$ cat src/rtl/keepalive_gen_if.sv
// rtl/keepalive_gen_if.sv - stream bundle (tdata/tvalid/tlast/tready) for keepalive_gen
//
// Purpose: groups one stream link's handshake signals.
// Signals:
//   tdata  [DW-1:0]  beat payload, source -> sink
//   tvalid           beat valid, source -> sink
//   tlast            end of packet, source -> sink
//   tready           sink can accept, sink -> source
// Modports: master = stream source, slave = stream sink.
interface keepalive_gen_if #(
  parameter int DW = 512
) ();
  logic [DW-1:0] tdata;
  logic          tvalid;
  logic          tlast;
  logic          tready;

  modport master (output tdata, output tvalid, output tlast, input tready);
  modport slave  (input tdata, input tvalid, input tlast, output tready);
endinterface

$ cat src/rtl/keepalive_gen.sv
// rtl/keepalive_gen.sv - idle-link keepalive packet generator merged into a user stream
//
// Purpose: forwards a user stream with zero latency and, after PERIOD_CYCLES
// idle cycles outside a packet, injects a KA_BEATS-beat keepalive packet.
// Ports:
//   clk        clock, rising edge
//   resetn     synchronous active-low reset
//   enable     1 = keepalive generation permitted
//   s_axis     user stream in (slave modport)
//   m_axis     merged stream out (master modport)
//   ka_count   completed keepalive packets, wraps modulo 2^32
module keepalive_gen #(
  parameter int DW            = 512,
  parameter int PERIOD_CYCLES = 332265625,
  parameter int KA_BEATS      = 2
) (
  input  logic                  clk,
  input  logic                  resetn,
  input  logic                  enable,
  keepalive_gen_if.slave        s_axis,
  keepalive_gen_if.master       m_axis,
  output logic [31:0]           ka_count
);

  localparam logic [31:0] RELOAD  = 32'(PERIOD_CYCLES - 1);
  localparam logic [7:0]  KA_LAST = 8'(KA_BEATS - 1);
  localparam logic [31:0] MAGIC   = 32'h4B41_4C56;

  typedef enum logic {ST_PASS, ST_KA} state_t;

  state_t      state_q, state_d;
  logic [31:0] timer_q, timer_d;
  logic        in_packet_q, in_packet_d;
  logic [7:0]  beat_q, beat_d;
  logic [31:0] seq_q, seq_d;
  logic [31:0] ka_count_q, ka_count_d;

  logic [DW-1:0] ka_data;
  logic [DW-1:0] m_tdata;
  logic          m_tvalid;
  logic          m_tlast;
  logic          s_tready;
  logic          hs;

  // Keepalive payload depends only on registered beat/seq, so it is
  // stable while the sink back-pressures.
  always_comb begin
    ka_data = '0;
    if (beat_q == 8'd0) begin
      ka_data[31:0]  = MAGIC;
      ka_data[63:32] = seq_q;
    end else begin
      ka_data[31:0] = {24'd0, beat_q};
    end
  end

  // Output mux: bypass in PASS, generator in KA, quiet while in reset.
  always_comb begin
    m_tdata  = s_axis.tdata;
    m_tlast  = s_axis.tlast;
    m_tvalid = s_axis.tvalid;
    s_tready = m_axis.tready;
    if (!resetn) begin
      m_tvalid = 1'b0;
      s_tready = 1'b0;
    end else if (state_q == ST_KA) begin
      m_tdata  = ka_data;
      m_tlast  = (beat_q == KA_LAST);
      m_tvalid = 1'b1;
      s_tready = 1'b0;
    end
  end

  assign m_axis.tdata  = m_tdata;
  assign m_axis.tvalid = m_tvalid;
  assign m_axis.tlast  = m_tlast;
  assign s_axis.tready = s_tready;
  assign ka_count      = ka_count_q;

  assign hs = m_tvalid & m_axis.tready;

  always_comb begin
    state_d     = state_q;
    timer_d     = timer_q;
    in_packet_d = in_packet_q;
    beat_d      = beat_q;
    seq_d       = seq_q;
    ka_count_d  = ka_count_q;

    // Idle timer counts down from the last handshake; enable=0 parks it full.
    if (!enable || hs) begin
      timer_d = RELOAD;
    end else if (timer_q != 32'd0) begin
      timer_d = timer_q - 32'd1;
    end

    case (state_q)
      ST_PASS: begin
        if (hs) begin
          in_packet_d = ~s_axis.tlast;
        end
        // A pending user beat wins over the keepalive on the expiry cycle.
        if (timer_q == 32'd0 && enable && !in_packet_q && !s_axis.tvalid) begin
          state_d = ST_KA;
        end
      end
      ST_KA: begin
        if (hs) begin
          if (beat_q == KA_LAST) begin
            beat_d     = 8'd0;
            seq_d      = seq_q + 32'd1;
            ka_count_d = ka_count_q + 32'd1;
            state_d    = ST_PASS;
          end else begin
            beat_d = beat_q + 8'd1;
          end
        end
      end
      default: state_d = ST_PASS;
    endcase
  end

  always_ff @(posedge clk) begin
    if (!resetn) begin
      state_q     <= ST_PASS;
      timer_q     <= RELOAD;
      in_packet_q <= 1'b0;
      beat_q      <= 8'd0;
      seq_q       <= 32'd0;
      ka_count_q  <= 32'd0;
    end else begin
      state_q     <= state_d;
      timer_q     <= timer_d;
      in_packet_q <= in_packet_d;
      beat_q      <= beat_d;
      seq_q       <= seq_d;
      ka_count_q  <= ka_count_d;
    end
  end

endmodule

$ cat src/flat_wrapper.sv
// flat-port wrapper written by rule: the top's interface ports become plain ports
module keepalive_gen_flat 
#(
  parameter int DW            = 512,
  parameter int PERIOD_CYCLES = 332265625,
  parameter int KA_BEATS      = 2
)
  (clk, resetn, enable, ka_count, s_axis_tdata, s_axis_tvalid, s_axis_tlast, s_axis_tready, m_axis_tdata, m_axis_tvalid, m_axis_tlast, m_axis_tready);
  keepalive_gen_if #(.DW(DW)) s_axis_i ();
  keepalive_gen_if #(.DW(DW)) m_axis_i ();
  input  logic clk;
  input  logic resetn;
  input  logic enable;
  output logic [31:0] ka_count;
  input wire logic [$bits(s_axis_i.tdata)-1:0] s_axis_tdata;
  input wire logic [$bits(s_axis_i.tvalid)-1:0] s_axis_tvalid;
  input wire logic [$bits(s_axis_i.tlast)-1:0] s_axis_tlast;
  output wire logic [$bits(s_axis_i.tready)-1:0] s_axis_tready;
  output wire logic [$bits(m_axis_i.tdata)-1:0] m_axis_tdata;
  output wire logic [$bits(m_axis_i.tvalid)-1:0] m_axis_tvalid;
  output wire logic [$bits(m_axis_i.tlast)-1:0] m_axis_tlast;
  input wire logic [$bits(m_axis_i.tready)-1:0] m_axis_tready;
  assign s_axis_i.tdata = s_axis_tdata;
  assign s_axis_i.tvalid = s_axis_tvalid;
  assign s_axis_i.tlast = s_axis_tlast;
  assign s_axis_tready = s_axis_i.tready;
  assign m_axis_tdata = m_axis_i.tdata;
  assign m_axis_tvalid = m_axis_i.tvalid;
  assign m_axis_tlast = m_axis_i.tlast;
  assign m_axis_i.tready = m_axis_tready;
  keepalive_gen #(.DW(DW), .PERIOD_CYCLES(PERIOD_CYCLES), .KA_BEATS(KA_BEATS)) u_core (.clk(clk), .resetn(resetn), .enable(enable), .s_axis(s_axis_i), .m_axis(m_axis_i), .ka_count(ka_count));
endmodule
$ cat config.mk
export PLATFORM = sky130hd
export DESIGN_NAME = keepalive_gen_flat
export DESIGN_NICKNAME = d
export VERILOG_FILES = /design/src/rtl/keepalive_gen_if.sv /design/src/rtl/keepalive_gen.sv /design/src/flat_wrapper.sv
export SDC_FILE = /design/constraint.sdc
export NUM_CORES = 1
export LEC_CHECK = 0
export ABC_AREA = 1
export ABC_CLOCK_PERIOD_IN_PS = 2600
export CAP_MARGIN = 20
export CORE_AREA = 4 4 413 415
export DETAILED_ROUTE_END_ITERATION = 16
export DIE_AREA = 0 0 417 419
export HOLD_SLACK_MARGIN = 0.15
export PLACE_DENSITY_LB_ADDON = 0.1
export REMOVE_ABC_BUFFERS = 1
export SYNTH_ARGS = -nofsm -noshare
export SYNTH_HDL_FRONTEND = slang
export SYNTH_SLANG_ARGS = --single-unit
$ cat constraint.sdc
create_clock -name clk -period 2.6 [get_ports clk]
set_clock_uncertainty 0.2 [all_clocks]
set_input_delay 0.39 -clock clk [delete_from_list [all_inputs] [get_ports clk]]
set_output_delay 0.39 -clock clk [all_outputs]
set_load 0.005 [all_outputs]
-- Yosys cells after proc, flatten, opt, wreduce, memory -nomap -nowiden
Index checks and enable logic that the tools add are counted.
- flip-flop bits (word level): 106
- input bits: 518
- output and inout bits: 547
- word-level logic and storage cells: 44
- add/sub/neg operators: 4
- eq/ne operators: 1
- mux-type cells: 15
- bitwise gates (word level): 4
- reductions and logical operators: 14
- operators by type and width (kind ; count):
    512-bit two-way mux ; 2
    32-bit by 1-bit adder with 32-bit output (second input constant) ; 2
    32-bit zero test ; 1
    32-bit two-way mux ; 1
    32-bit nonzero test ; 1
    32-bit by 1-bit subtractor with 32-bit output (second input constant) ; 1
    31-bit two-way mux ; 1
    1-bit two-way mux ; 9
    8-bit by 1-bit adder with 8-bit output (second input constant) ; 1
    8-bit by 1-bit equality test with 1-bit output (second input constant) ; 1
    8-bit zero test ; 1
    8-bit two-way mux ; 1
    2-bit AND reduction ; 2
    1-bit logical AND ; 3
    1-bit zero test ; 3
    1-bit inverter ; 3
    3-bit AND reduction ; 1
    1-bit case mux with 2 select lines ; 1
    2-bit OR reduction ; 1
    1-bit AND ; 1
    1-bit logical OR ; 1

-- Longest topological paths before layout
Gate-level depths: netlist of run 1.
- word-level depth: 6
- depth in mapped cells: 11

-- Worst setup path before layout of run 1
OpenSTA, ideal clock, no wires.
- path kind: in2out
- start: in resetn
- end: out m_axis_tdata[0]
- data arrival time: 1360 ps
- required time: 2010 ps
- slack: 650 ps
- cell stages on the path: 6
- path through: buf_2 > nand2_1 > clkbuf_1 > clkbuf_1 > nand2_1 > nand2_1
- word-level cells in the longest chain between the ends: 1
- ends and longest elaborated chain (element ; line ; text):
    from (decl) ; flat_wrapper.sv:12 ; input logic resetn;
    512-bit two-way mux ; keepalive_gen.sv:63 ; if (!resetn) begin
    to (decl) ; flat_wrapper.sv:19 ; output wire logic [$bits(m_axis_i.tdata)-1:0] m_axis_tdata;
No other way between the ends.

-- Final worst setup path of run 1
- start: reg u_core.state_q
- end: out m_axis_tdata[296]
- word-level cells in the longest chain between the ends: 2
- ends and longest elaborated chain (element ; line ; text):
    from (decl) ; keepalive_gen.sv:31 ; state_t state_q, state_d;
    from (signal assigned) ; keepalive_gen.sv:132 ; state_q <= state_d;
    512-bit two-way mux ; keepalive_gen.sv:66 ; end else if (state_q == ST_KA) begin
    512-bit two-way mux ; keepalive_gen.sv:63 ;
No other way between the ends.

==> flow_summary.json, run 1 <==
{
  "status": "finished, violations left",
  "violations": "negative setup slack",
  "synth-edff-count": 0,
  "synth-xor-area-share_pct": 1.57,
  "clock_sinks": 106,
  "arrival_ns": 2.14,
  "cts_buffers": 9,
  "synth_mux_area_share_pct": 0,
  "vias": 17200,
  "grt_pass1_wl_mm": 229,
  "grt_max_degree": 50,
  "use_met2_pct": 40.9,
  "avgSynthCellArea_um2": 4.94,
  "rsz0062_at_grt": "true",
  "powerDensity_nw_per_um2": 255,
  "synth_compound_area_share_pct": 5.89,
  "synthSimpleGateAreaFrac_pct": 45.6,
  "final_nets": 3718,
  "wl_per_cell_um": 35.6,
  "required_ns": 2.01,
  "p_leak_nw": 12.2,
  "cts_root_buf": "clkbuf_16",
  "ys_warn_count": 0,
  "layout_min_cycle_time_ns": 2.73,
  "grt_pass1_vias": 17500,
  "cp-startpoint": "u_core.state_q",
  "dp_hpwl_mm": 176,
  "drc_errors": 0,
  "use_met1_pct": 19.9,
  "gp_congestion": 1.12,
  "nFillCells": 19500,
  "async_flop_share_pct": 0,
  "ys_seq_elements": 106,
  "antenna_found_initial": 80,
  "layout-drive-gt1-share_pct": 9.44,
  "ff_latch_area_um2": 2130,
  "synthCells": 2040,
  "crit_path_start_kind": "register",
  "synthFlopType": "dfxtp_1",
  "die_area_um2": 175000,
  "final_cells": 5417,
  "hold_path.class": "register to register",
  "total_power_mw": 6.49,
  "hold_viol": 0,
  "dp.cells": 5369,
  "setup_viol": 64,
  "final_max_slew_viol_count": 0,
  "gr-max-usage-layer": "met2",
  "relSlewSlack_pct": 38.2,
  "area_delta_synth_final_pct": 153,
  "use_met3_pct": 4.00,
  "viasPerCell": 3.18,
  "synth_top_family_by_area": "simple AND/OR/NAND/NOR gates",
  "synthTopCellsByArea": "nor2_1 (25%), inv_1 (22%), dfxtp_1 (21%)",
  "cts_buffer_depth": 2,
  "path_class": "register to output pin",
  "synth_commonest_cells": "nor2_1 (675), inv_1 (582), nand2_1 (295)",
  "portBuffers": 1064,
  "synth_top_cell_area_share_pct": 25.2,
  "place_area_um2": 24800,
  "ir_drop_mv": 0.266,
  "synth_fa_ha_area_share_pct": 0.745,
  "dp_slack_ns": -0.318,
  "netlist_area_um2": 10100,
  "htreeDepth": 3,
  "yosys.cell_types.count": 34,
  "start_util_pct": 6.04,
  "r2r_end": "u_core.timer_q[13]",
  "worst-r2r-setup-slack_ns": 0.44,
  "die_h_um": 419,
  "drtIter0Drc": 791,
  "cts_tree": "yes",
  "dieWidth_um": 417,
  "maxClockFrequency_mhz": 366,
  "dr.pass1.iters": 4,
  "tightest_slew_ns": 0.927,
  "drt-total-wl_mm": 193,
  "core.rowCount": 150,
  "antenna_left": 0,
  "insertion_delay_ns": 0.38,
  "final.setup.worst_slack_ns": -0.132,
  "synth.most_common_cell": "nor2_1",
  "clk_pin_slew_ns": 0.08,
  "seq_area_frac_synth_pct": 21.1,
  "grt_remaining_overflow": 0,
  "yosysTopAreaCell": "nor2_1",
  "num_io_pins": 1065,
  "endpoint": "m_axis_tdata[296]",
  "r2r_cells": 9,
  "multi_input_area_um2": 5580,
  "reg2reg_from": "u_core.timer_q[0]",
  "drv_cap": 0,
  "worst-path-max-fanout": 13,
  "holdBufCountCts": 0,
  "core-area_um2": 167000,
  "critical_path.endpoint_type": "output pin",
  "whs_path_depth": 2,
  "fin_area_um2": 25500,
  "finalCritPeriodShare_pct": 105,
  "grt_use_total_pct": 21.0
}
-- how the worst min path moves through the flow --
stage                            from           endpoint  slack (ns)
finish              u_core.timer_q[0]  u_core.timer_q[0]        0.29
floorplan           u_core.timer_q[0]  u_core.timer_q[0]        0.26
global placement     u_core.beat_q[7]   u_core.beat_q[7]        0.28
CTS                 u_core.timer_q[0]  u_core.timer_q[0]        0.29
global route        u_core.timer_q[0]  u_core.timer_q[0]        0.31
detailed placement  u_core.timer_q[0]  u_core.timer_q[0]        0.28
-- layer usage --
layer | share of wire (%) | wire length (um)
met5 | 0.021 | 41
met4 | 8.4 | 16100
met2 | 54 | 104000
met3 | 5.0 | 9690
met1 | 33 | 63300
-- metrics by stage --
step	TNS [ns]	utilization, %	hold slack (ns)
2_1_floorplan	-1732.03	-	0.257
3_3_place_gp	-9.59	14.9	0.278
3_5_place_dp	-8.97	14.9	0.276
4_1_cts	-19.56	15.1	0.289
5_1_grt	-18.11	15.3	0.309
6_report	-4.13	15.3	0.288
-- sequential cells by signal, summed over array words and instances, names as in the netlist --
signal / count
u_core.seq_q: 32
u_core.beat_q: 8
u_core.timer_q: 32
u_core.in_packet_q: 1
u_core.state_q: 1
u_core.ka_count: 32
-- cells by family (layout without fill, tap and decap cells) --
| family | after synthesis | in the layout |
|---|---|---|
| buffers and inverters | 666 | 1825 |
| DFF | 106 | 106 |
| adders and majority gates | 6 | 6 |
| and+or+nand+nor | 1131 | 1131 |
| other | 0 | 14 |
| AOI/OAI and AO/OA | 113 | 113 |
| xor gates and xnor gates | 18 | 18 |
-- what timing repair did --
item                       4_1_cts  5_1_grt
resized for setup              464       74
setup buffers                    6        2
setup endpoints to repair      479      235
cloned                           8        2
pin swaps                        3        0
-- cells in the final DEF (no fill, tap or decap), drive strengths merged, types with 4 or more instances in the layout --
cell type and count:
a21oi 37, dfxtp 106, o31ai 5, clkdlybuf4s50 685
xor2 10, nand4 25, xnor2 8, inv 586
o21ai 63, clkbuf 16, buf 194, nor3 24
dlygate4sd2 258, dlymetal6s2s 61, nand2 297, bufbuf 4
diode 14, a31oi 4, ha 6, and2 5
nand3b 7, clkdlybuf4s15 16, nand3 78, nor2 689
-- critical path, cell delays in order, from the launching register on --
cell and delay (ns):
dfxtp_2 0.35, nand2_4 0.10, inv_8 0.07, buf_16 0.18, bufbuf_16 0.32, nor2_2 0.16
clkdlybuf4s50_1 0.54
-- area by class of cell --
type | instances | area share, %
Clock inverter | 4 | 0.285
Sequential cell | 106 | 8.35
Antenna cell | 14 | 0.137
Multi-Input combinational cell | 1268 | 21.9
Tap cell | 2204 | 10.8
Inverter | 587 | 8.67
Clock buffer | 12 | 1.05
Timing Repair Buffer | 1222 | 48.8
-- power by group --
part	leakage (nW)	internal, mW	switching (mW)
clock network	0.165	0.924	0.733
logic	11.2	1.48	1.72
registers	0.857	1.63	0.00550
total	12.2	4.03	2.46
Power figures use the tool's default switching activity.
==> run 2, diff against run 1 <==
- CORE_AREA: 4 4 413 415 -> 4 4 418 420
- DIE_AREA: 0 0 417 419 -> 0 0 422 424
==> run 2 against run 1 <==
The flow still finishes with violations (negative setup slack). Utilization hardly changed. Total power is 1.8% higher. First-iteration DRC count decreased by 5.4%. Worst setup slack improved by 0.074 ns. Combinational power up 8.1%. Worst hold slack better by 0.0085 ns. Maximum frequency is 2.8% higher. Clock power decreased by 8%. Sequential power about the same. Register-to-register slack got worse by 0.02 ns. Highest routed layer unchanged.
==> flow_summary.json, run 2 (same netlist as run 1, synthesis figures left out) <==
{
  "drt-met1-wl_mm": 74.2,
  "grt_pass1_vias": 18700,
  "fin_setup_tns_ns": -0.282,
  "cts_buffer_depth": 2,
  "final_cell_mix": "nor2_1 (641), inv_1 (580), clkdlybuf4s50_1 (564)",
  "crit_path_start_kind": "register",
  "hold_viol": 0,
  "r2r_cells": 10,
  "nFillCells": 20000,
  "insertion_delay_ns": 0.40,
  "holdBufCountCts": 0,
  "grt_pass1_wl_mm": 265,
  "vias": 17700,
  "ir_drop_mv": 0.301,
  "clk_pin_slew_ns": 0.09,
  "dp.cells": 5445,
  "portBuffers": 1064,
  "status": "finished, violations left",
  "finalCritPeriodShare_pct": 102,
  "die_h_um": 424,
  "layout-drive-gt1-share_pct": 13.7,
  "maxClockFrequency_mhz": 376,
  "final.setup.worst_slack_ns": -0.0579,
  "grt_use_total_pct": 24.0,
  "required_ns": 2.01,
  "relSlewSlack_pct": 58.7,
  "die_area_um2": 179000,
  "drc_errors": 0,
  "rsz0062_at_grt": "true",
  "core-area_um2": 171000,
  "antenna_left": 0,
  "viasPerCell": 3.22,
  "violations": "negative setup slack",
  "path_class": "register to output pin",
  "clock_sinks": 106,
  "cts_buffers": 9,
  "start_util_pct": 5.89,
  "dieWidth_um": 422,
  "area_delta_synth_final_pct": 160,
  "layout_min_cycle_time_ns": 2.66,
  "whs_path_depth": 2,
  "drv_cap": 0,
  "gp_congestion": 1.07,
  "holdWs_ns": 0.296,
  "grt_remaining_overflow": 0,
  "drt-total-wl_mm": 223,
  "arrival_ns": 2.07,
  "htreeDepth": 3,
  "routed-wl-met2_mm": 124,
  "drtIter0Drc": 748,
  "p_leak_nw": 12.5,
  "final_nets": 3766,
  "setup_viol": 9,
  "antenna_found_initial": 143,
  "final_max_slew_viol_count": 0,
  "core.rowCount": 152,
  "cts_root_buf": "clkbuf_16",
  "dr.pass1.iters": 4,
  "powerDensity_nw_per_um2": 252,
  "wl_per_cell_um": 40.4,
  "critical_path.endpoint_type": "output pin",
  "tightest_slew_ns": 0.619,
  "num_io_pins": 1065,
  "worst-path-max-fanout": 22,
  "dr_wl_met3_mm": 13.8,
  "dp_hpwl_mm": 210,
  "grt_max_degree": 50,
  "final_cells": 5504,
  "layout_commonest_cell": "nor2_1",
  "dr.max_layer_used": "met5",
  "hold_path.class": "register to register",
  "cts_tree": "yes"
}
==> run 2: through the flow <==
stage | setup WS [ns] | utilization, % | total power [mW] | cell area, um^2
global route | -0.176 | 15.3 | 6.86 | 26200
floorplan | -5.55 | - | 2.13 | 9750
CTS | -0.198 | 15.3 | 6.84 | 26100
detailed placement | -0.276 | 15.1 | 5.42 | 25700
finish | -0.0579 | 15.3 | 6.61 | 26200
global placement | -0.267 | 15.1 | 5.46 | 25700
==> run 2: worst paths after layout <==
| kind | startpoint | end | slack [ns] |
|---|---|---|---|
| max reg2reg | u_core.timer_q[0] | u_core.timer_q[9] | 0.42 |
| max | u_core.state_q | m_axis_tdata[22] | -0.06 |
| min reg2reg | u_core.ka_count[6] | u_core.ka_count[6] | 0.30 |
| min | u_core.ka_count[6] | u_core.ka_count[6] | 0.30 |
==> run 2: layer usage <==
| metal | up-vias | global-route usage [%] |
|---|---|---|
| met2 | 730 | 48.6 |
| met3 | 276 | 6.52 |
| met5 | - | 0 |
| met1 | 8451 | 23.0 |
| li1 | 8245 | - |
| met4 | 28 | 7.71 |
==> run 2: repair_timing <==
| item | in CTS | in global routing |
|---|---|---|
| cloned | 6 | 0 |
| pin swaps | 1 | 2 |
| setup buffers | 12 | 1 |
| gates resized for setup | 464 | 70 |
| setup endpoints to repair | 398 | 64 |
==> run 2: area by class of cell <==
type,count,area [um^2],share of cell area (%)
Timing Repair Buffer,1269,13100,50.0
Tap cell,2233,2790,10.7
Multi-Input combinational cell,1268,5600,21.4
Sequential cell,106,2130,8.12
Timing Repair inverter,1,8.76,0.0334
Clock inverter,7,77.6,0.296
Inverter,587,2220,8.47
Clock buffer,9,225,0.859
Antenna cell,24,60.1,0.229
==> run 2: critical path, stage by stage (launching register included) <==
cell,delay (ns)
dfxtp_4,0.39
nand2_8,0.10
inv_16,0.13
nand4_1,0.10
buf_4,0.17
buf_16,0.17
nand2_1,0.09
clkdlybuf4s50_1,0.52
==> run 2: power breakdown <==
group	total, mW	internal [mW]	switching [mW]
Combinational	3.46	1.60	1.86
Sequential	1.63	1.63	0.00600
Clock	1.52	0.692	0.825
